[config.mk]
export PLATFORM = sky130hd
export DESIGN_NAME = pc_fetch_unit
export DESIGN_NICKNAME = d
export VERILOG_FILES = /design/src/rtl/rat_pkg.sv /design/src/rtl/program_counter.sv /design/src/rtl/pc_fetch_unit.sv
export SDC_FILE = /design/constraint.sdc
export NUM_CORES = 1
export LEC_CHECK = 0
export CORE_MARGIN = 2
export CORE_UTILIZATION = 42
export DETAILED_ROUTE_END_ITERATION = 10
export GPL_TIMING_DRIVEN = 0
export HOLD_SLACK_MARGIN = 0.08
export MAX_ROUTING_LAYER = met4
export PLACE_DENSITY = 0.87
export SLEW_MARGIN = 30
export SYNTH_ARGS = -nofsm -noshare
export SYNTH_HDL_FRONTEND = slang
export SYNTH_SLANG_ARGS = --single-unit
[constraint.sdc]
create_clock -name CLK -period 3 [get_ports CLK]
set_input_delay 0.6 -clock CLK [delete_from_list [all_inputs] [get_ports CLK]]
set_output_delay 0.6 -clock CLK [all_outputs]
set_load 0.02 [all_outputs]
[src/rtl/rat_pkg.sv]
// Shared types and sizing for the RAT fetch path: PC source select, fetch FSM states
// and the default address/instruction widths and interrupt vector.
package rat_pkg;

    localparam int unsigned RAT_ADDR_W  = 10;
    localparam int unsigned RAT_INSTR_W = 18;
    localparam logic [RAT_ADDR_W-1:0] RAT_INTR_VECTOR = 10'h3FF;

    typedef enum logic [1:0] {
        PC_SEL_IMMED  = 2'd0,
        PC_SEL_STACK  = 2'd1,
        PC_SEL_VECTOR = 2'd2,
        PC_SEL_HOLD   = 2'd3
    } pc_sel_t;

    typedef enum logic [1:0] {
        ST_FETCH  = 2'd0,
        ST_DECODE = 2'd1,
        ST_EXEC   = 2'd2,
        ST_INTR   = 2'd3
    } fetch_state_t;

endpackage

[src/rtl/program_counter.sv]
// PC register: load (from the selected source) beats increment; neither holds.
// Next-PC is exported so the caller can capture the post-update value in the same edge.
module program_counter
    import rat_pkg::*;
#(
    parameter int unsigned          ADDR_W      = RAT_ADDR_W,
    parameter logic [ADDR_W-1:0]    RESET_PC    = '0,
    parameter logic [ADDR_W-1:0]    INTR_VECTOR = RAT_INTR_VECTOR
) (
    input  logic                CLK,
    input  logic                RST_N,
    input  logic                ld,
    input  logic                inc,
    input  pc_sel_t             sel,
    input  logic [ADDR_W-1:0]   from_immed,
    input  logic [ADDR_W-1:0]   from_stack,
    output logic [ADDR_W-1:0]   pc,
    output logic [ADDR_W-1:0]   pc_nxt
);

    always_comb begin
        pc_nxt = pc;
        if (ld) begin
            case (sel)
                PC_SEL_IMMED:  pc_nxt = from_immed;
                PC_SEL_STACK:  pc_nxt = from_stack;
                PC_SEL_VECTOR: pc_nxt = INTR_VECTOR;
                default:       pc_nxt = pc;
            endcase
        end else if (inc) begin
            pc_nxt = pc + ADDR_W'(1);   // wraps silently at the top of the ROM
        end
    end

    always_ff @(posedge CLK or negedge RST_N) begin
        if (!RST_N) pc <= RESET_PC;
        else        pc <= pc_nxt;
    end

endmodule

[src/rtl/pc_fetch_unit.sv]
// Fetch sequencer FETCH->DECODE->EXEC in front of a registered ROM; 3 cycles/instr, PC->IR 2 cycles.
// STALL freezes EXEC (PC, IR held). Interrupt entry via the INTR state is built only with RAT_INTR_EN.
module pc_fetch_unit
    import rat_pkg::*;
#(
    parameter int unsigned          ADDR_W      = RAT_ADDR_W,
    parameter int unsigned          INSTR_W     = RAT_INSTR_W,
    parameter logic [ADDR_W-1:0]    RESET_PC    = '0,
    parameter logic [ADDR_W-1:0]    INTR_VECTOR = RAT_INTR_VECTOR
) (
    input  logic                CLK,
    input  logic                RST_N,
    output logic [ADDR_W-1:0]   PROG_ADDR,
    input  logic [INSTR_W-1:0]  PROG_IR,
    output logic [INSTR_W-1:0]  IR,
    output logic                IR_VALID,
    input  logic                STALL,
    input  logic                PC_LD,
    input  logic                PC_INC,
    input  logic [1:0]          PC_MUX_SEL,
    input  logic [ADDR_W-1:0]   FROM_IMMED,
    input  logic [ADDR_W-1:0]   FROM_STACK,
    output logic [ADDR_W-1:0]   PC_COUNT,
    input  logic                INTR,
    output logic                INTR_ACK,
    output logic [ADDR_W-1:0]   RET_PC
);

    fetch_state_t        state_q;
    logic                exec_go;
    logic                pc_ld_en;
    logic                pc_inc_en;
    pc_sel_t             pc_sel;
    logic [ADDR_W-1:0]   pc;
    logic [ADDR_W-1:0]   pc_nxt;

    assign exec_go = (state_q == ST_EXEC) && !STALL;

    always_comb begin
        pc_ld_en  = exec_go && PC_LD;
        pc_inc_en = exec_go && PC_INC;
        pc_sel    = pc_sel_t'(PC_MUX_SEL);
`ifdef RAT_INTR_EN
        if (state_q == ST_INTR) begin
            pc_ld_en = 1'b1;
            pc_sel   = PC_SEL_VECTOR;
        end
`endif
    end

    program_counter #(
        .ADDR_W      (ADDR_W),
        .RESET_PC    (RESET_PC),
        .INTR_VECTOR (INTR_VECTOR)
    ) u_pc (
        .CLK        (CLK),
        .RST_N      (RST_N),
        .ld         (pc_ld_en),
        .inc        (pc_inc_en),
        .sel        (pc_sel),
        .from_immed (FROM_IMMED),
        .from_stack (FROM_STACK),
        .pc         (pc),
        .pc_nxt     (pc_nxt)
    );

    always_ff @(posedge CLK or negedge RST_N) begin
        if (!RST_N) begin
            state_q <= ST_FETCH;
            IR      <= '0;
        end else begin
            case (state_q)
                ST_FETCH:  state_q <= ST_DECODE;
                ST_DECODE: begin
                    state_q <= ST_EXEC;
                    IR      <= PROG_IR;
                end
                ST_EXEC: begin
                    if (!STALL) begin
`ifdef RAT_INTR_EN
                        state_q <= INTR ? ST_INTR : ST_FETCH;
`else
                        state_q <= ST_FETCH;
`endif
                    end
                end
                default:   state_q <= ST_FETCH;
            endcase
        end
    end

    assign PROG_ADDR = pc;
    assign PC_COUNT  = pc;
    assign IR_VALID  = (state_q == ST_EXEC);

`ifdef RAT_INTR_EN
    // Resume point is the PC after this instruction's own update.
    always_ff @(posedge CLK or negedge RST_N) begin
        if (!RST_N)                RET_PC <= '0;
        else if (exec_go && INTR)  RET_PC <= pc_nxt;
    end

    assign INTR_ACK = (state_q == ST_INTR);
`else
    logic unused_intr;
    assign unused_intr = INTR;
    assign INTR_ACK    = 1'b0;
    assign RET_PC      = '0;
`endif

endmodule
## Word level (Yosys, flattened, before mapping)

Index checks and enable logic that the tools add are counted.

- Reduce and logical (&&, ||, !) cells: 8
- Add/subtract/negate cells: 1
- Equal/unequal tests: 6
- Muxes and demuxes: 5

Operator list:

| kind | count |
|---|---|
| $pmux W10 S3 | 1 |
| $mux W10 | 2 |
| $add A10 B1 Y10 const B | 1 |
| $pmux W2 S3 | 1 |
| $eq A2 B1 Y1 const B | 2 |
| $eq A2 B2 Y1 const B | 2 |
| $logic_not A2 Y1 | 2 |
| $ne A4 B1 Y1 const B | 1 |
| $logic_and A1 B1 Y1 | 3 |
| $mux W2 | 1 |
| $ne A2 B2 Y1 const B | 1 |
| $reduce_and A2 Y1 | 1 |
| $reduce_bool A2 Y1 | 1 |
| $logic_not A1 Y1 | 1 |

- Register bits: 30
- Input bits: 46
- Output and inout port bits: 50

## Depth between registers and ports, before layout

Gate-level depths: netlist (run 1).

- Word-level depth: 5
- Mapped depth: 7
- Depth with buffers taken out: 6

## Modules after synthesis

From an unflattened synthesis (run 1), not the netlist that was laid out.

- Cell total of the unflattened synthesis: 151
- Area, all modules: 1757.9 µm²

Modules (own cells, without submodules):

| module | times used | cells an instance | area an instance (µm²) |
|---|---|---|---|
| pc_fetch_unit | 1 | 68 | 983.4 |
| program_counter | 1 | 83 | 774.5 |

## Worst setup path after synthesis (run 1)

Ideal clock, no wire load.

- Path kind: input port to flip-flop
- Start point: input port PC_MUX_SEL[0]
- End point: register u_pc.pc[0]
- Cell stages on the path: 7
- Setup time: 70 ps
- Data arrival time: 1873 ps
- Setup slack: 1057 ps
- Path through: inv_1 -> ha_1 -> nor4b_1 -> or4_1 -> clkbuf_2 -> or3_1 -> nand3_1

- Cells in the longest elaborated chain, start to end: 3
- Elaborated cells between the ends (all ways): 7
- Classes of those cells: 3 x eq/ne; 2 x mux; 2 x reduce/logical

RTL lines:

| element | RTL line | RTL |
|---|---|---|
| from (decl) | pc_fetch_unit.sv:20 | `input logic [1:0] PC_MUX_SEL,` |
| $eq A2 B2 Y1 (tied with other cells) | program_counter.sv:24 | `case (sel)` |
| $pmux W10 S3 or $ne A4 B1 Y1 (tied branches) | n/a |  |
| $mux W10 or $reduce_and A2 Y1 (tied branches) | n/a |  |
| to (signal assigned) | program_counter.sv:37 | `else pc <= pc_nxt;` |
| to (decl) | program_counter.sv:17 | `output logic [ADDR_W-1:0] pc,` |

Several ways; a longest one is shown, not always the timed one.
A chain may end at the register's enable or synchronous reset.

## Worst setup path after layout (run 1)

- Start point: input port PC_MUX_SEL[0]
- End point: register u_pc.pc[2]

Same word-level chain as after synthesis.

==> results.py, run 1 <==
metrics = {
    "status": {
        "status": "finished, final reports clean",
    },
    "synthesis": {
        "ys_seq_elements": 30,
        "synthSimpleGateAreaFrac": 0.168,
        "synthMuxAreaShare": 0.118,
        "ys_types": 32,
        "synth_top_family_by_area": "simple AND/OR/NAND/NOR gates",
        "synthArstFlopShare": 1.00,
        "syn-cell-area_um2": 1720,
        "yosys.area_share.adder": 0.0291,
        "synth_compound_area_frac": 0.125,
        "avgSynthCellArea_um2": 9.41,
        "ys_warn_count": 0,
        "yosysSeqAreaShare": 0.436,
        "syn_inst": 183,
        "synth-xor-area-share": 0,
        "ys.flop_type": "dfrtp_1",
        "synth_edf_count": 0,
    },
    "grt": {
        "overflow": 0,
        "grt_max_degree": 31,
        "grt_use_total": 0.190,
        "grtUsageMet1": 0.238,
        "grt_use_met2": 0.323,
        "grt_pass1_vias": 1441,
        "gr-usage-met3": 0.0411,
        "globalRoute.busiestLayer": "met2",
        "grt_pass1_wl_mm": 6.51,
        "antenna_found_initial": 0,
    },
    "floorplan": {
        "fp.dieW_um": 68.0,
        "die_y_um": 68.0,
        "start_util": 0.434,
        "core_um2": 3970,
        "die_area_um2": 4630,
        "ioPinCount": 96,
        "num_rows": 23,
    },
    "setup_path": {
        "worstSetupEndpoint": "u_pc.pc[2]",
        "crit_fanout": 10,
        "start_kind": "input pin",
        "r2r_end": "u_pc.pc[2]",
        "end_kind": "flip-flop",
        "worst_ep_arrival_time_ns": 2.61,
        "reg2reg_depth": 5,
        "path_class": "input pin to flip-flop",
        "rr_startpoint": "state_q[0]",
        "reg2reg_slack_ns": 1.04,
        "startpoint": "PC_MUX_SEL[0]",
        "required_ns": 3.19,
    },
    "clock_tree": {
        "clkTransAtPathRegs_ns": 0.06,
        "cts_tree": "yes",
        "htree_levels": 2,
        "postCtsHoldBufs": 0,
        "postCtsSetupRepairBufs": 0,
        "cts_repair_resize_count": 0,
        "clock-sinks": 30,
        "clk_path_buf_depth": 2,
        "clk_latency_ns": 0.27,
        "root_buffer": "clkbuf_8",
        "numCtsBuffers": 5,
    },
    "routing": {
        "drtAntennaViolNets": 0,
        "routed_via_density": 4.87,
        "wl_per_cell_um": 12.2,
        "drc": 0,
        "dr.pass1.iters": 4,
        "num_vias": 1625,
        "drtIter0Drc": 100,
        "drt-total-wl_mm": 4.08,
    },
    "sta": {
        "fin_ws_ns": 0.578,
        "rsz0062_at_grt": "false",
        "maxSlewViolCount": 0,
        "setup_viol": 0,
        "tightest_slew_ns": 0.841,
        "slew_headroom": 0.434,
        "worst_clock_skew_ns": 0.00312,
        "hold_viol": 0,
        "setup_tns_ns": 0,
        "fin_crit_sh": 0.807,
        "fin_crit_ns": 2.42,
        "fmax_ghz": 0.413,
    },
    "power": {
        "p_per_area_nw_per_um2": 964,
        "peakVddDrop_mv": 0.544,
        "power.leakage_nw": 1.20,
        "power_mw": 2.66,
    },
    "final_layout": {
        "num_antenna_cells": 0,
        "utilization": 0.694,
        "syn2layout_area_growth_pct": 60.2,
        "drive_gt1_frac": 0.183,
        "final_nets": 333,
    },
    "placed_design": {
        "portBuffers": 83,
        "hpwl_mm": 3.22,
        "gp_congestion": 0.940,
        "pre_cts_slack_ns": 0.320,
    },
    "job": {
        "cap_viol_max_count": 0,
    },
    "hold_path": {
        "hp-class": "input pin to async pin",
    },
}
per-stage QoR:
step	std cells	instance area (um^2)	hold slack [ns]
floorplan	193	1760	0.304
global placement	326	2650	0.469
detailed placement	326	2650	0.477
CTS	334	2760	0.383
global route	334	2760	0.411
finish	334	2760	0.363
critical path: stages:
cell and delay, ns:
clkdlybuf4s50_1 0.43, inv_1 0.09, ha_1 0.17, nor4b_1 0.07
nor4_1 0.70, buf_2 0.35, a21oi_1 0.09, a21oi_1 0.12
cell usage in the layout (no fill, tap or decap):
cell type and count:
and4bb_2 1, and4_1 1, a2bb2oi_1 3, buf_2 3, ha_1 4, or3_1 1
nor2b_1 1, nor2_1 12, and3_1 1, nor4b_1 1, nand2b_1 2, nand2_1 22
clkbuf_8 8, or4_1 2, clkbuf_1 6, a21oi_1 22, mux2_2 18, o22ai_1 4
conb_1 11, buf_1 1, nand3_1 7, inv_1 3, o31ai_1 1, nand4bb_1 1
or2b_1 1, clkbuf_2 1, nor4_1 1, o21ai_0 6, o2111ai_1 1, clkdlybuf4s50_1 82
a211oi_1 1, dfrtp_1 30, buf_4 21, nand4_1 4
how the worst min path moves through the flow:
stage	startpoint	endpoint	slack, ns	depth (start not counted)
floorplan	RST_N	IR[0]	0.30	0
global placement	state_q[0]	state_q[0]	0.47	1
detailed placement	state_q[0]	state_q[0]	0.48	1
CTS	RST_N	u_pc.pc[5]	0.38	1
global route	RST_N	u_pc.pc[5]	0.41	1
finish	RST_N	u_pc.pc[5]	0.36	1
synthesized netlist by cell type (2+ instances only):
cell type   n  area [um^2]
a21oi_1    22          110
a2bb2oi_1   3         26.3
buf_2       2         10.0
buf_4      21          158
clkbuf_1    6         22.5
dfrtp_1    30          751
ha_1        4         50.1
inv_1       3         11.3
mux2_2     18          203
nand2_1    22         82.6
nand2b_1    2         12.5
nand3_1     7         35.0
nand4_1     4         25.0
nor2_1     12         45.0
o21ai_0     6         30.0
o22ai_1     4         25.0
or4_1       2         15.0
sequential cells by signal (all words and copies together) (netlist names):
signal   flops
IR          18
state_q      2
u_pc.pc     10
layout make-up:
| class | instances | area [um^2] |
|---|---|---|
| buffer | 31 | 199 |
| clock buffer | 8 | 110 |
| fill | 324 | 1210 |
| inverter | 3 | 11.3 |
| multi-input combinational | 129 | 798 |
| sequential | 30 | 751 |
| tap | 50 | 62.6 |
| timing repair buffer | 83 | 826 |
cell families (layout without fill, tap and decap cells):
kind of cell | after synthesis | count (layout)
AND/OR/NAND/NOR | 58 | 58
buffers and inverters | 34 | 125
multiplexers | 18 | 18
AO/OA/AOI/OAI | 38 | 38
adder cells (fa/ha/maj) | 4 | 4
flip-flops | 30 | 30
other | 1 | 11
routing by layer:
| layer | wire (um) | part of all wire |
|---|---|---|
| met5 | 0 | 0 |
| met4 | 14 | 0.0034 |
| met3 | 249 | 0.061 |
| met2 | 2180 | 0.53 |
| met1 | 1630 | 0.40 |
where the power goes:
part           switching [mW]  internal [mW]
combinational           0.690          0.812
clock                   0.137          0.231
sequential              0.180          0.610
total                    1.01           1.65
(Power assumes the default switching activity.)
==> run 2: changes to the inputs <==
CORE_UTILIZATION = 35   (was 42)
PLACE_DENSITY = 0.77   (was 0.87)
clock period = 2.1 ns   (was 3 ns; I/O delays follow)
==> run 2 against run 1 <==
Utilization decreased by 9.8 points. Final cell count is 5.7% higher. Global-route usage is 1.6 points lower. Via count is 4.1% higher. Worst setup slack got worse by 0.47 ns. Routed wire length increased by 7.8%. Design area grew 2.1%. First-iteration DRC count up 40%. Critical path depth is 5 lower. Clock power grew 29%. Flip-flop and latch count is the same. Hold slack better by 0.12 ns. Highest routed layer is now met3.
==> results.py, run 2 (synthesis gave the netlist of run 1 again) <==
metrics = {
    "sta": {
        "maxSlewViolCount": 0,
        "fin_crit_sh": 0.947,
        "tightest_slew_ns": 0.528,
        "holdWs_ns": 0.483,
        "fmax_ghz": 0.503,
        "rsz0062_at_grt": "false",
        "setup_viol": 0,
        "slew_headroom": 0.648,
        "fin_crit_ns": 1.99,
        "worst_clock_skew_ns": 0.00214,
        "hold_viol": 0,
    },
    "final_layout": {
        "drive_gt1_frac": 0.206,
        "num_antenna_cells": 0,
        "layout_common_cells": "clkdlybuf4s50_1, dfrtp_1, nand2_1, a21oi_1, buf_4",
        "largest-register": "IR",
        "multiInputGateArea_um2": 813,
        "seq_area_um2": 751,
        "syn2layout_area_growth_pct": 63.5,
        "reg_top3": "IR (18), u_pc.pc (10), state_q (2)",
        "fillers": 421,
        "final_common_cell": "clkdlybuf4s50_1",
        "final_nets": 335,
        "utilization": 0.596,
        "largest_reg_flops": 18,
    },
    "power": {
        "net-switching-power_mw": 1.47,
        "peakVddDrop_mv": 0.839,
        "p_int_mw": 2.31,
        "p_per_area_nw_per_um2": 1340,
        "seqPwrFrac": 0.300,
        "power_frac_clock": 0.125,
        "power_frac_comb": 0.574,
        "power.leakage_nw": 1.23,
        "swShare": 0.390,
    },
    "hold_path": {
        "hp-class": "flip-flop to flip-flop",
        "min-delay-start": "state_q[0]",
    },
    "grt": {
        "grt_pass1_vias": 1627,
        "overflow": 0,
        "grt_use_total": 0.174,
        "grt_max_degree": 26,
        "grt_pass1_wl_mm": 7.17,
        "antenna_found_initial": 0,
    },
    "routing": {
        "wl_per_cell_um": 12.4,
        "dr.pass1.iters": 4,
        "drc": 0,
        "drtAntennaViolNets": 0,
        "num_vias": 1691,
        "routed_via_density": 4.79,
        "drt-total-wl_mm": 4.39,
        "drtIter0Drc": 140,
    },
    "floorplan": {
        "fp.dieW_um": 74.1,
        "die_y_um": 74.1,
        "ioPinCount": 96,
        "core_um2": 4720,
        "num_rows": 25,
        "die_area_um2": 5500,
        "start_util": 0.365,
    },
    "setup_path": {
        "slowest_stage": "clkdlybuf4s50_1",
        "crit_chain": "nand2b_1 -> inv_1 -> clkdlybuf4s50_1",
        "start_kind": "flip-flop",
        "worst_ep_arrival_time_ns": 1.57,
        "end_kind": "output pin",
        "rr_startpoint": "state_q[0]",
        "crit_fanout": 5,
        "max_stage_delay_ns": 0.61,
        "path_class": "flip-flop to output pin",
        "startpoint": "state_q[0]",
        "required_ns": 1.68,
    },
    "status": {
        "status": "finished, final reports clean",
    },
    "clock_tree": {
        "clock-sinks": 30,
        "root_buffer": "clkbuf_8",
        "numCtsBuffers": 5,
        "clkTransAtPathRegs_ns": 0.06,
        "clk_latency_ns": 0.27,
        "cts_tree": "yes",
        "htree_levels": 2,
        "clk_path_buf_depth": 2,
    },
    "job": {
        "cap_viol_max_count": 0,
    },
    "placed_design": {
        "hpwl_mm": 3.39,
        "gp_congestion": 0.847,
        "portBuffers": 83,
    },
}
-- run 2: area by class of cell --
| class | instances | share of cell area |
|---|---|---|
| sequential | 30 | 0.267 |
| tap | 67 | 0.0298 |
| multi-input combinational | 129 | 0.289 |
| clock inverter | 1 | 0.00178 |
| clock buffer | 7 | 0.0307 |
| buffer | 31 | 0.0724 |
| timing repair buffer | 85 | 0.306 |
| inverter | 3 | 0.00400 |
-- run 2: final timing paths --
| check | cells past startpoint | endpoint | slack (ns) |
|---|---|---|---|
| setup / recovery | 3 | IR_VALID | 0.11 |
| hold / removal | 1 | state_q[0] | 0.48 |
| setup reg to reg | 4 | IR[9] | 0.29 |
| hold reg to reg | 1 | state_q[0] | 0.48 |
| max in group asynchronous | 3 | IR[7] | 1.18 |
| min in group asynchronous | 2 | u_pc.pc[6] | 0.53 |
-- run 2: critical path: cells and delay by family, from the launching register on --
kind / cells / cell delay [ns]
buf+inv: 2 / 0.70
flops: 1 / 0.41
simple gates: 1 / 0.19
-- run 2: through the flow --
step / instances / area [um^2] / total power, mW / TNS, ns / worst slack (ns)
final: 353 / 2820 / 3.78 / 0 / 0.110
after global routing: 353 / 2820 / 4.02 / 0 / 0.0308
after CTS: 353 / 2800 / 3.81 / 0 / 0.0418
after detailed placement: 344 / 2690 / 3.32 / -3.22 / -0.420
after global placement: 343 / 2670 / 3.27 / -2.96 / -0.372
after floorplan: 193 / 1760 / 2.31 / 0 / 0.337
-- run 2: routing by layer --
metal	up-vias	routed length [um]	GRT usage
met5	-	0	-
met2	70	2250	0.296
li1	819	-	-
met4	0	0	0.0404
met3	0	319	0.0434
met1	802	1830	0.209
-- run 2: power by group through the flow --
stage	Sequential [mW]	Clock, mW	Combinational, mW
floorplan	1.43	0	0.875
global placement	1.13	0	2.14
detailed placement	1.14	0	2.18
CTS	1.14	0.490	2.19
global route	1.18	0.520	2.32
finish	1.13	0.474	2.17
-- run 2: what timing repair did --
action                                  CTS  global route
cloned                                    0             0
endpoints found under the setup margin    8            10
gates resized for setup                   1            12
buffers inserted                          0             0
hold endpoints to repair                  5             0
hold buffers                              1             0
==> run 3: changes to the inputs <==
CAP_MARGIN = 20   (was unset)
RECOVER_POWER = 25   (was unset)
==> run 3 against run 2 <==
Critical path depth did not move. Sequential share of layout area rose by 0.16 points. Via count fell by 0.35%. Clock power barely moved. Sequential power barely moved. Routed wire length fell by 0.50%. Combinational power barely moved. Count of clock-buffer cells in the layout did not move. Global-route usage did not move. Flip-flop and latch count did not move. Largest cell class unchanged. Largest power group unchanged.
==> results.py, run 3 (synthesis gave the netlist of run 1 again) <==
metrics = {
    "sta": {
        "slew_headroom": 0.577,
        "rsz0062_at_grt": "false",
        "setup_viol": 0,
        "maxSlewViolCount": 0,
        "worst_clock_skew_ns": 0.00214,
        "fmax_ghz": 0.503,
        "setup_tns_ns": 0,
        "hold_viol": 0,
        "tightest_slew_ns": 0.634,
        "fin_crit_ns": 1.99,
        "holdWs_ns": 0.483,
        "fin_crit_sh": 0.947,
    },
    "clock_tree": {
        "root_buffer": "clkbuf_8",
        "postCtsSetupRepairBufs": 0,
        "clock-sinks": 30,
        "clk_path_buf_depth": 2,
        "clk_latency_ns": 0.27,
        "numCtsBuffers": 5,
        "clkTransAtPathRegs_ns": 0.06,
        "cts_tree": "yes",
        "htree_levels": 2,
    },
    "grt": {
        "grt_max_degree": 26,
        "grt_pass1_vias": 1627,
        "overflow": 0,
        "grt_pass1_wl_mm": 7.17,
        "antenna_found_initial": 0,
        "grt_use_total": 0.174,
    },
    "routing": {
        "wl_per_cell_um": 12.4,
        "drtAntennaViolNets": 0,
        "dr.pass1.iters": 4,
        "drc": 0,
        "drtIter0Drc": 144,
        "drt-total-wl_mm": 4.37,
        "num_vias": 1685,
        "routed_via_density": 4.77,
    },
    "job": {
        "cap_viol_max_count": 0,
    },
    "floorplan": {
        "start_util": 0.365,
        "ioPinCount": 96,
        "die_area_um2": 5500,
        "die_y_um": 74.1,
        "fp.dieW_um": 74.1,
        "core_um2": 4720,
        "num_rows": 25,
    },
    "hold_path": {
        "hp-class": "flip-flop to flip-flop",
    },
    "power": {
        "peakVddDrop_mv": 0.840,
        "power.leakage_nw": 1.22,
        "power_mw": 3.77,
        "p_per_area_nw_per_um2": 1350,
    },
    "status": {
        "status": "finished, final reports clean",
    },
    "final_layout": {
        "reg_top3": "IR (18), u_pc.pc (10), state_q (2)",
        "final_nets": 335,
        "utilization": 0.593,
        "syn2layout_area_growth_pct": 62.6,
        "drive_gt1_frac": 0.203,
        "final_common_cell": "clkdlybuf4s50_1",
        "fillers": 423,
        "num_antenna_cells": 0,
        "layout_common_cells": "clkdlybuf4s50_1, dfrtp_1, nand2_1, a21oi_1, buf_4",
        "largest-register": "IR",
        "largest_reg_flops": 18,
        "instances_no_fill": 353,
    },
    "setup_path": {
        "start_kind": "flip-flop",
        "path_class": "flip-flop to output pin",
        "required_ns": 1.68,
        "crit_fanout": 5,
        "end_kind": "output pin",
        "slowest_stage": "clkdlybuf4s50_1",
        "worst_ep_arrival_time_ns": 1.57,
        "max_stage_delay_ns": 0.61,
        "crit_chain": "nand2b_1 -> inv_1 -> clkdlybuf4s50_1",
    },
    "placed_design": {
        "gp_congestion": 0.847,
        "hpwl_mm": 3.39,
        "post-place-cells": 344,
        "portBuffers": 83,
    },
}
==> run 3: cell count changes in the layout (fill, tap and decap cells not counted), sizes merged <==
cell    before  now
buf         26   24
clkbuf      14   16
==> run 3: repair_timing <==
item                                    in CTS  in global routing
endpoints found under the setup margin       8                 10
hold buffers                                 1                  0
hold endpoints to repair                     5                  0
gates resized for setup                      1                 12
==> run 3: layer usage <==
metal | GRT usage | routed length, um | vias to the layer above
met2 | 0.296 | 2230 | 70
li1 | - | - | 820
met1 | 0.209 | 1820 | 795
met4 | 0.0404 | 0 | 0
met5 | - | 0 | -
met3 | 0.0434 | 321 | 0
==> run 3: final cells by class <==
class | count | area [um^2] | area share
Buffer | 31 | 204 | 0.0729
Timing Repair Buffer | 85 | 845 | 0.302
Inverter | 3 | 11.3 | 0.00402
Tap cell | 67 | 83.8 | 0.0300
Multi-Input combinational cell | 129 | 813 | 0.291
Sequential cell | 30 | 751 | 0.268
Clock buffer | 7 | 86.3 | 0.0308
Clock inverter | 1 | 5.00 | 0.00179
==> run 3: stage by stage <==
| step | instance area [um^2] | setup WS (ns) |
|---|---|---|
| finish | 2800 | 0.110 |
| global route | 2800 | 0.0308 |
| CTS | 2800 | 0.0418 |
| global placement | 2670 | -0.372 |
| detailed placement | 2690 | -0.420 |
| floorplan | 1760 | 0.337 |
==> run 3: report_power, final <==
part           switching, mW  total, mW  internal, mW  leakage (nW)
Sequential             0.259       1.13         0.871         0.358
Clock                  0.211      0.475         0.264        0.0482
Combinational          0.997       2.16          1.17         0.812
==> run 3: worst paths after layout <==
kind                       slack (ns)          to       start  depth (start not counted)
setup / recovery                 0.11    IR_VALID  state_q[0]                          3
hold / removal                   0.48  state_q[0]  state_q[0]                          1
setup reg to reg                 0.29       IR[9]  state_q[0]                          4
hold reg to reg                  0.48  state_q[0]  state_q[0]                          1
max in group asynchronous        0.55       IR[7]       RST_N                          3
min in group asynchronous        0.59  u_pc.pc[6]       RST_N                          2
==> run 3: critical path: cells and delay by family (launching register included) <==
kind	cells	cell delay, ns
buffers and inverters	2	0.70
DFF	1	0.41
and+or+nand+nor	1	0.19
